**config.mk**
```make
export PLATFORM = sky130hd
export DESIGN_NAME = accum_rate_sampler
export DESIGN_NICKNAME = d
export VERILOG_FILES = /design/src/rtl/accum_rate_sampler.sv
export SDC_FILE = /design/constraint.sdc
export NUM_CORES = 1
export LEC_CHECK = 0
export ABC_AREA = 1
export BUFFER_PORTS_ARGS = -buffer_cell sky130_fd_sc_hd__buf_4
export CORE_AREA = 2 2 194 139
export CTS_CLUSTER_SIZE = 8
export DETAILED_ROUTE_END_ITERATION = 7
export DIE_AREA = 0 0 196 141
export PLACE_DENSITY_LB_ADDON = 0.25
export SLEW_MARGIN = 0
export SYNTH_ARGS = -nofsm -noshare
export SYNTH_HDL_FRONTEND = slang
export SYNTH_SLANG_ARGS = --single-unit
```
**constraint.sdc**
```tcl
create_clock -name clk -period 4.1 [get_ports clk]
set_input_delay 0.205 -clock clk [delete_from_list [all_inputs] [get_ports clk]]
set_output_delay 0.205 -clock clk [all_outputs]
set_load 0.02 [all_outputs]
```
**src/rtl/accum_rate_sampler.sv**
```systemverilog
// accum_rate_sampler
//
// Samples an accumulator's running total every PERIOD cycles. It computes
// the modular increment since the previous sample and tags it when it
// exceeds a threshold. Each report goes into a small FIFO that a consumer
// drains over a valid/ready handshake.
//
// Ports:
//   clk          sole clock, rising edge
//   reset        asynchronous, active-low; clears all state while low
//   sum          accumulator running total
//   enable       sampling enable; dropping it forces a re-prime
//   thresh       unsigned threshold, captured on the sample edge
//   ready        consumer accepts the head entry
//   clr_ovf      clears the sticky overflow flag
//   delta        head entry increment (0 when FIFO empty)
//   over_thresh  head entry flag: delta > thresh (0 when FIFO empty)
//   valid        FIFO non-empty
//   count        FIFO occupancy
//   overflow     sticky: a report was dropped because the FIFO was full
module accum_rate_sampler #(
    parameter int WIDTH  = 32,
    parameter int PERIOD = 16,
    parameter int DEPTH  = 4
) (
    input  logic                       clk,
    input  logic                       reset,
    input  logic [WIDTH-1:0]           sum,
    input  logic                       enable,
    input  logic [WIDTH-1:0]           thresh,
    input  logic                       ready,
    input  logic                       clr_ovf,
    output logic [WIDTH-1:0]           delta,
    output logic                       over_thresh,
    output logic                       valid,
    output logic [$clog2(DEPTH+1)-1:0] count,
    output logic                       overflow
);

    localparam int CW   = $clog2(PERIOD);
    localparam int PW   = $clog2(DEPTH);
    localparam int CNTW = $clog2(DEPTH+1);

    typedef enum logic [1:0] {IDLE, PRIME, RUN} state_t;

    state_t             state_reg, state_next;
    logic [CW-1:0]      cnt_reg;
    logic [WIDTH-1:0]   prev_reg;
    logic [PW-1:0]      wr_ptr_reg, rd_ptr_reg;
    logic [CNTW-1:0]    count_reg;
    logic               overflow_reg;
    logic [WIDTH:0]     mem [DEPTH];

    logic               strobe;
    logic               push, pop, full, wr_en;
    logic [WIDTH-1:0]   delta_new;
    logic               over_new;
    logic [WIDTH:0]     head;

    // The strobe is gated by enable, so an edge that drops enable never
    // samples or pushes.
    assign strobe    = enable && (state_reg != IDLE) && (cnt_reg == CW'(PERIOD-1));
    assign push      = strobe && (state_reg == RUN);
    // Modular subtraction gives the true increment across a wrap of sum.
    assign delta_new = sum - prev_reg;
    assign over_new  = (delta_new > thresh);

    assign valid = (count_reg != '0);
    assign full  = (count_reg == CNTW'(DEPTH));
    assign pop   = valid && ready;
    // When full, a pop on the same edge frees the slot the push writes into.
    assign wr_en = push && (!full || pop);

    always_comb begin
        state_next = state_reg;
        case (state_reg)
            IDLE:    if (enable) state_next = PRIME;
            PRIME:   if (!enable) state_next = IDLE;
                     else if (strobe) state_next = RUN;
            RUN:     if (!enable) state_next = IDLE;
            default: state_next = IDLE;
        endcase
    end

    always_ff @(posedge clk or negedge reset) begin
        if (!reset) begin
            state_reg <= IDLE;
            cnt_reg   <= '0;
            prev_reg  <= '0;
        end else begin
            state_reg <= state_next;
            if (state_reg == IDLE || !enable || strobe)
                cnt_reg <= '0;
            else
                cnt_reg <= cnt_reg + CW'(1);
            if (strobe)
                prev_reg <= sum;
        end
    end

    // Storage is not reset: entries are only visible through the
    // occupancy count, which is reset.
    always_ff @(posedge clk) begin
        if (wr_en)
            mem[wr_ptr_reg] <= {over_new, delta_new};
    end

    always_ff @(posedge clk or negedge reset) begin
        if (!reset) begin
            wr_ptr_reg   <= '0;
            rd_ptr_reg   <= '0;
            count_reg    <= '0;
            overflow_reg <= 1'b0;
        end else begin
            if (wr_en)
                wr_ptr_reg <= wr_ptr_reg + PW'(1);
            if (pop)
                rd_ptr_reg <= rd_ptr_reg + PW'(1);
            case ({wr_en, pop})
                2'b10:   count_reg <= count_reg + CNTW'(1);
                2'b01:   count_reg <= count_reg - CNTW'(1);
                default: count_reg <= count_reg;
            endcase
            // A drop on the same edge as clr_ovf keeps the flag set.
            if (push && full && !pop)
                overflow_reg <= 1'b1;
            else if (clr_ovf)
                overflow_reg <= 1'b0;
        end
    end

    assign head        = mem[rd_ptr_reg];
    assign delta       = valid ? head[WIDTH-1:0] : '0;
    assign over_thresh = valid ? head[WIDTH] : 1'b0;
    assign count       = count_reg;
    assign overflow    = overflow_reg;

endmodule

```
Word level (Yosys, flattened, before mapping). Memory sizes are Yosys's and may differ from the RTL's. Cells that the tools add are included.

Add/subtract/negate cells: 6. Order comparisons: 1. Equal/unequal tests: 9. Mux-type cells: 13. Reductions and logical operators: 19.

Operators with widths (number): greater-than comparator 32 bit (1); two-way mux 32 bit (1); subtractor 32 bit (1); two-way mux 2 bit (4); logical AND 1 bit (7); one-hot mux 2 bit (3 select lines) (1); one-hot mux 3 bit (2 select lines) (1); nonzero test 2 bit (3); two-way mux 1 bit (5); adder 2 x 1 -> 2 bit (second input constant) (2); adder 4 x 1 -> 4 bit (second input constant) (1); == test 2 x 1 -> 1 bit (second input constant) (2); == test 2 bit (second input constant) (2); == test 4 bit (second input constant) (1); two-way mux 4 bit (1); inequality test 2 bit (second input constant) (2); adder 3 x 1 -> 3 bit (second input constant) (1); == test 3 bit (second input constant) (1); logical NOT 1 bit (3); logical OR 1 bit (3); inequality test 3 bit (second input constant) (1); AND reduction 3 bit (1); nonzero test 3 bit (1); subtractor 3 x 1 -> 3 bit (second input constant) (1); logical NOT 2 bit (1).

Register bits: 46. Memory bits (writable): 132. Output and inout port bits: 38. Logic and storage cells: 56. Memories kept: 1.

Memory list: mem (words 4, bits a word 33, read ports 1, clocked after memory_dff 0, wr ports 1, RTL line 52) `logic [WIDTH:0] mem [DEPTH];`.

Depth between registers and ports, before layout. Gate-level depths: netlist of run 1.

Word-level depth: 7. Mapped depth: 21. Mapped depth without buffers: 21.

Worst setup path after synthesis of run 1. Ideal clock, no wire load.

Kind: register to register. Start point: register cnt_reg[0]. End point: memory mem[0][0] (netlist bit) (enable). Setup time: 0.423 ns. Data arrival time: 2.373 ns. Slack: 1.304 ns. Cell stages (with the launch flop): 6. Path buffers: 0. Clock period less this slack: 2.796 ns. Path through: dfrtp_1 -> ha_1 -> nand3_2 -> nor2_2 -> nand2_4 -> nor2_1.

Word-level cells in the longest chain between the ends: 6.

Ends and longest elaborated chain: start: declaration (RTL line 47) `logic [CW-1:0] cnt_reg;`; start signal: assignment (RTL line 95) `cnt_reg <= cnt_reg + CW'(1);`; == test 4 bit (RTL line 62) `assign strobe = enable && (state_reg != IDLE) && (cnt_reg == CW'(PERIOD-1));`; logical AND 1 bit (RTL line 62); logical AND 1 bit (RTL line 63) `assign push = strobe && (state_reg == RUN);`; logical AND 1 bit (RTL line 72) `assign wr_en = push && (!full || pop);`; two-way mux 1 bit (RTL line 104) `if (wr_en)`; two-way mux 1 bit (not written as such) (RTL line 105) `mem[wr_ptr_reg] <= {over_new, delta_new};`; end: declaration (RTL line 52).

Every way passes these cells.

Worst setup path after layout of run 1.
Start point: input port sum[2]. End point: memory mem[3][32] (netlist bit), data pin.

Word-level cells in the longest chain between the ends: 2.

Ends and longest elaborated chain: start: declaration (RTL line 28) `input logic [WIDTH-1:0] sum,`; subtractor 32 bit (RTL line 65) `assign delta_new = sum - prev_reg;`; named net delta_new[11] (RTL line 56) `logic [WIDTH-1:0] delta_new;`; greater-than comparator 32 bit (RTL line 66) `assign over_new = (delta_new > thresh);`; named net over_new (RTL line 57) `logic over_new;`.

The timed path passes the listed nets, and every way through them passes these cells.

==> results of run 1 <==
## power groups by stage
stage               Sequential [W]  Clock [W]  Combinational (W)
floorplan                  0.00214          0            0.00164
global placement           0.00213          0            0.00262
detailed placement         0.00214          0            0.00264
CTS                        0.00210    0.00159            0.00268
global route               0.00211    0.00166            0.00296
finish                     0.00210    0.00156            0.00266
## stage by stage
step | setup slack, ns | total power, W | utilization [%] | cells
6_report | 0.7372 | 0.006314 | 46.93 | 1706
5_1_grt | 0.3536 | 0.006717 | 46.93 | 1706
4_1_cts | 0.8060 | 0.006361 | 46.93 | 1706
3_5_place_dp | 0.7885 | 0.004776 | 43.62 | 1643
3_3_place_gp | 0.8410 | 0.004752 | 43.62 | 1643
2_1_floorplan | 1.304 | 0.003784 | - | 1220
## synth_stat cells, types with 4 or more instances
| library cell | count |
|---|---|
| nand2_1 | 291 |
| inv_1 | 196 |
| nor2_1 | 191 |
| edfxtp_1 | 132 |
| o21ai_0 | 97 |
| a21oi_1 | 71 |
| ha_1 | 68 |
| dfrtp_1 | 46 |
| nand3_1 | 35 |
| xor2_1 | 23 |
| clkbuf_1 | 18 |
| buf_2 | 12 |
| nand4_1 | 5 |
| nor3_1 | 4 |
## routing by layer
layer,vias up,global-route usage [%]
li1,4172,-
met3,27,3.278
met4,0,5.024
met1,3771,28.55
met2,196,29.65
met5,-,0
## what timing repair did
item / 4_1_cts / 5_1_grt
hold endpoints to repair: 76 / 0
hold buffers: 31 / 0
endpoints found under the setup margin: 0 / 0
## tightest hold or removal path, delay by kind of cell
family	cells	cell delay (ns)
buf+inv	1	0.11
simple gates	1	0.05
compound gates	1	0.05
## worst min-delay path by stage
stage | endpoint | from | slack [ns] | cells after the start
2_1_floorplan | cnt_reg[0]$_DFF_PN0_ | reset | -0.09 | 0
3_3_place_gp | prev_reg[27]$_DFFE_PN0P_ | reset | 0.26 | 1
4_1_cts | prev_reg[9]$_DFFE_PN0P_ | sum[9] | 0.0009 | 3
3_5_place_dp | prev_reg[27]$_DFFE_PN0P_ | reset | 0.27 | 1
5_1_grt | prev_reg[1]$_DFFE_PN0P_ | sum[1] | 0.05 | 3
6_report | prev_reg[1]$_DFFE_PN0P_ | sum[1] | 0.02 | 3
## logic make-up after synthesis
family	Yosys count	synth area share [%]
simple gates	538	21.06
compound gates	180	9.109
fa+ha+maj	70	8.752
buf+inv	229	8.605
xor+xnor	25	2.225
flops	178	50.25
## area by class of cell
| class | instances | area [sq um] |
|---|---|---|
| clock inverter | 14 | 123.9 |
| multi-input combinational | 813 | 4198 |
| clock buffer | 18 | 429.2 |
| tap | 338 | 422.9 |
| sequential | 178 | 5116 |
| fill | 2503 | 13810 |
| timing repair buffer | 147 | 1181 |
| inverter | 198 | 743.2 |
==> flow_summary.toml, run 1 <==
[global_route]
grt_pass1_vias = 7663
gr-usage-all-layers_pct = 19.38
grt_max_degree = 69
grt_pass1_wl_microns = 41230
antenna_found_initial = 0
grt-ovfl-total = 0

[synthesis]
synth_area_leaders = "edfxtp_1 (39%), dfrtp_1 (11%), nand2_1 (11%), ha_1 (8.4%), inv_1 (7.2%)"
synth_edf_count = 132
postSynthCellCount = 1220
synth_top_area_cell = "edfxtp_1"
synth_flop_cell = "edfxtp_1"
ys_seq_area_share_pct = 50.25
async_reset_ff_share_pct = 25.84
avgSynthCellArea_sq_um = 8.343
syn_area_sq_um = 10180
yosysWarnings = 0
syn_nets = 1359
synth_seq_cells = 178
synth_top_area_share_pct = 38.94
synth_cell_types = 38

[worst_setup_path]
cp.depth = 19
crit_path_frequent_cell = "nand2_1"
cp_max_fo = 6
path_delay_family = "simple AND/OR/NAND/NOR gates"
crit_chain = "dlygate4sd3_1 -> buf_4 -> ha_1 -> nand2_1 -> nand2_1 -> inv_1 -> nand2_2 -> nand2_1 -> nand2_1 -> nand2_1 -> nand2_1 -> xor2_1 -> ha_1 -> nand4_1 -> nor3_1 -> nand2_1 -> nand2_1 -> nand2_1 -> a21oi_1"
worstSetupStartpointType = "primary input"
path_buf_inv = 3
crit_required_ns = 4.32
crit_path_end_kind = "flop"
ff2ff_setup_slack_ns = 0.79
worst-r2r-cell-count = 18
endpoint = "mem[3][32]$_DFFE_PP_"
worst-setup-path-type = "in -> reg"
worstPathArrival_ns = 3.59
r2r-end = "mem[3][32]$_DFFE_PP_"
crit_slowest_cell = "xor2_1"
timing.critical_path.from = "sum[2]"
cpPeakStageDelay_ns = 0.57
reg2reg_from = "prev_reg[2]$_DFFE_PN0P_"

[power]
p_per_area_nw_per_um2 = 516.9
p_clk_share_pct = 24.6
pwr-share-comb_pct = 42.1
p_leak_nw = 5.770
netSwitchingPower_w = 0.002528
max-vdd-ir-drop_mv = 0.3422
p_int_w = 0.003786
switching_share_pct = 40.04
seqPwrFrac_pct = 33.2

[route]
firstDrtPassIters = 5
drtIter0Drc = 732
wl_met2_microns = 11030
wl_met3_microns = 1323
drtAntennaViolNets = 0
vias_per_cell = 4.787
wl_per_cell_microns = 15.10
drc = 0
routed_wl_microns = 25770
topRoutingLayerUsed = "met4"
wl_met1_microns = 13040
vias = 8166

[sta]
finalCriticalPeriod_ns = 3.363
tightest_slew_ns = 1.078
period_share_pct = 82.02
final_max_slew_viol_count = 0
hold_violations = 0
holdWs_ns = 0.01813
max_slew_margin_pct = 27.94
rsz0062_at_grt = "no"
tns_ns = 0
fmax_mhz = 297.4
setup_viol = 0
fin_skew_ns = 0.01869

[finish]
layout_commonest_cell = "nand2_1"
stdcell_area_sq_um = 12210
mostFrequentLayoutCells = "nand2_1 (291), inv_1 (196), nor2_1 (187)"
nNetsFinal = 1494
areaGrowthSynthToFinish_pct = 20.00
drive_above_1_share_pct = 11.99
diodes = 0
largest_reg_flops = 132

[clock_tree]
numCtsBuffers = 17
cts-resized-gates = 0
post-cts-setup-buffer-count = 0
root_buffer = "clkbuf_16"
cts_sinks = 178
cts_tree = "done"
path_clk_slew_ns = 0.07
clock_path_buffers = 2
clkLatencyLatePin_ns = 0.44
htree_levels = 4

[placement]
portBuffers = 106
routabilityCongestion = 0.9081
hpwl_microns = 18190
placed_cell_area_sq_um = 11350

[flow_run]
max_cap_viol_count = 0

[run_status]
status = "completed"

[floorplanning]
die-area_sq_um = 27640
ios = 107
fp.dieW_microns = 196
core_sq_um = 26030
rows = 50
start_util_pct = 39.11
fp.dieH_microns = 141

[worst_hold_path]
hold_class = "in -> reg"
No activity file was read; power rests on OpenSTA's default activity.
==> inputs of run 2 (changes only) <==
==> constraint.sdc (replaced) <==
create_clock -name clk -period 2.9 [get_ports clk]
set_input_delay 0.145 -clock clk [delete_from_list [all_inputs] [get_ports clk]]
set_output_delay 0.145 -clock clk [all_outputs]
set_load 0.02 [all_outputs]
==> flow_summary.toml, run 2 (synthesis results as in run 1) <==
[global_route]
antenna_found_initial = 0
grt_pass1_wl_microns = 41300
grt-ovfl-total = 0
gr-usage-all-layers_pct = 19.28
grt_max_degree = 62
grt_pass1_vias = 7892

[route]
vias_per_cell = 4.689
drtAntennaViolNets = 0
firstDrtPassIters = 5
vias = 8248
drtIter0Drc = 505
drc = 0
routed_wl_microns = 25900
wl_per_cell_microns = 14.72

[clock_tree]
clkLatencyLatePin_ns = 0.44
clock_path_buffers = 2
cts_tree = "done"
numCtsBuffers = 17
cts_sinks = 178
root_buffer = "clkbuf_16"
htree_levels = 4
path_clk_slew_ns = 0.07

[sta]
tightest_slew_ns = 0.6395
setup_viol = 0
layout_setup_ws_ns = 0.03413
max_slew_margin_pct = 57.37
hold_violations = 0
finalCriticalPeriod_ns = 2.866
final_max_slew_viol_count = 0
rsz0062_at_grt = "yes"
fmax_mhz = 348.9
tns_ns = 0
period_share_pct = 98.82
fin_skew_ns = 0.01760

[finish]
final_util_pct = 49.88
largest_reg_flops = 132
drive_above_1_share_pct = 19.92
diodes = 0
multi_input_area_sq_um = 4532
areaGrowthSynthToFinish_pct = 27.55
stdcell_count = 1759
fillers = 2498
nNetsFinal = 1547
seqCellArea_sq_um = 5116
layout_commonest_cell = "nand2_1"
mostFrequentLayoutCells = "nand2_1 (269), inv_1 (195), nor2_1 (177)"

[floorplanning]
ios = 107
start_util_pct = 39.11
fp.dieW_microns = 196
core_sq_um = 26030
fp.dieH_microns = 141
die-area_sq_um = 27640
rows = 50

[power]
switching_share_pct = 38.83
pwr-share-comb_pct = 43.0
p_leak_nw = 6.057
p_int_w = 0.005645
max-vdd-ir-drop_mv = 0.4459
netSwitchingPower_w = 0.003583
seqPwrFrac_pct = 32.8
p_per_area_nw_per_um2 = 710.8
p_clk_share_pct = 24.3
p_total_w = 0.009228

[placement]
routabilityCongestion = 0.8911
place_inst = 1691
hpwl_microns = 18550
portBuffers = 106
dp_slack_ns = -0.1236

[worst_setup_path]
worstSetupStartpointType = "flop"
crit_path_end_kind = "flop"
crit_required_ns = 3.07
worstPathArrival_ns = 3.04
cp_max_fo = 4
worst-setup-path-type = "reg -> reg"

[flow_run]
max_cap_viol_count = 0

[worst_hold_path]
hold_class = "in -> reg"

[run_status]
status = "completed"
[run 2: cell count changes in the layout (fill, tap and decap cells not counted), moves of 5 or more]
| cell | before | now |
|---|---|---|
| nand2_2 | 2 | 23 |
| ha_2 | 0 | 7 |
| nand2_1 | 291 | 269 |
| nor2_2 | 5 | 12 |
| nor2_1 | 187 | 177 |
| nand3_1 | 35 | 30 |
| nand3_2 | 1 | 6 |
| a21oi_1 | 71 | 58 |
| buf_4 | 116 | 164 |
| ha_4 | 0 | 9 |
| a21oi_2 | 1 | 14 |
| ha_1 | 68 | 52 |
[run 2: final cells by class]
type                            instances  area share (%)
Clock inverter                         14          0.9830
Inverter                              198           5.725
Clock buffer                           18           3.306
Timing Repair Buffer                  200           12.41
Multi-Input combinational cell        813           34.91
Sequential cell                       178           39.41
Tap cell                              338           3.258
[run 2: worst max-delay path, cell delays in order (launching register included)]
cell	delay, ns
dfrtp_1	0.37
ha_2	0.18
inv_2	0.05
fa_2	0.40
nand3_2	0.09
nand3_2	0.09
nand3_2	0.07
nand3b_1	0.15
nand2_1	0.14
nand2_1	0.05
nand2_1	0.06
nand2_2	0.09
ha_4	0.28
nand2_4	0.04
nor2_4	0.11
nand2_2	0.09
nor2_4	0.11
and3b_1	0.17
a21oi_2	0.05
[run 2: worst paths after layout]
| kind | start | cells past startpoint | slack [ns] | endpoint |
|---|---|---|---|---|
| worst max-delay path | prev_reg[0]$_DFFE_PN0P_ | 18 | 0.03 | mem[0][32]$_DFFE_PP_ |
| worst min-delay path | sum[0] | 3 | 0.05 | prev_reg[0]$_DFFE_PN0P_ |
| worst max register to register | prev_reg[0]$_DFFE_PN0P_ | 18 | 0.03 | mem[0][32]$_DFFE_PP_ |
| worst min register to register | state_reg[1]$_DFFE_PN0P_ | 1 | 0.46 | state_reg[0]$_DFFE_PN0P_ |
| max in group asynchronous | reset | 2 | 2.14 | rd_ptr_reg[0]$_DFFE_PN0P_ |
| min in group asynchronous | reset | 2 | 0.26 | prev_reg[27]$_DFFE_PN0P_ |
[run 2: through the flow]
| step | hold WS [ns] | cell area, sq um |
|---|---|---|
| global placement | 0.2101 | 11740 |
| CTS | 0.03593 | 12660 |
| global route | 0.04762 | 12980 |
| floorplan | -0.1506 | 10180 |
| finish | 0.04519 | 12980 |
| detailed placement | 0.2072 | 11740 |
[run 2: timing repair]
item	4_1_cts	5_1_grt
hold endpoints to repair	79	0
hold buffers	34	0
resized for setup	6	73
pin swaps	0	14
endpoints found under the setup margin	4	4
cloned	0	0
buffers inserted	0	2
[run 2: power groups by stage]
stage / sequential (W) / clock [W] / combinational (W)
5_1_grt: 0.00304 / 0.00239 / 0.00439
2_1_floorplan: 0.00303 / 0 / 0.00232
3_3_place_gp: 0.00308 / 0 / 0.00378
3_5_place_dp: 0.00308 / 0 / 0.00384
6_report: 0.00302 / 0.00224 / 0.00397
4_1_cts: 0.00302 / 0.00228 / 0.00390
[run 2: routing by layer]
| metal | routed length (microns) | vias to the layer above | GRT usage, % |
|---|---|---|---|
| met5 | 0 | - | 0 |
| met4 | 378 | 0 | 5.064 |
| met3 | 925 | 27 | 3.014 |
| met2 | 11620 | 143 | 30.38 |
| met1 | 12980 | 3794 | 27.82 |
| li1 | - | 4284 | - |
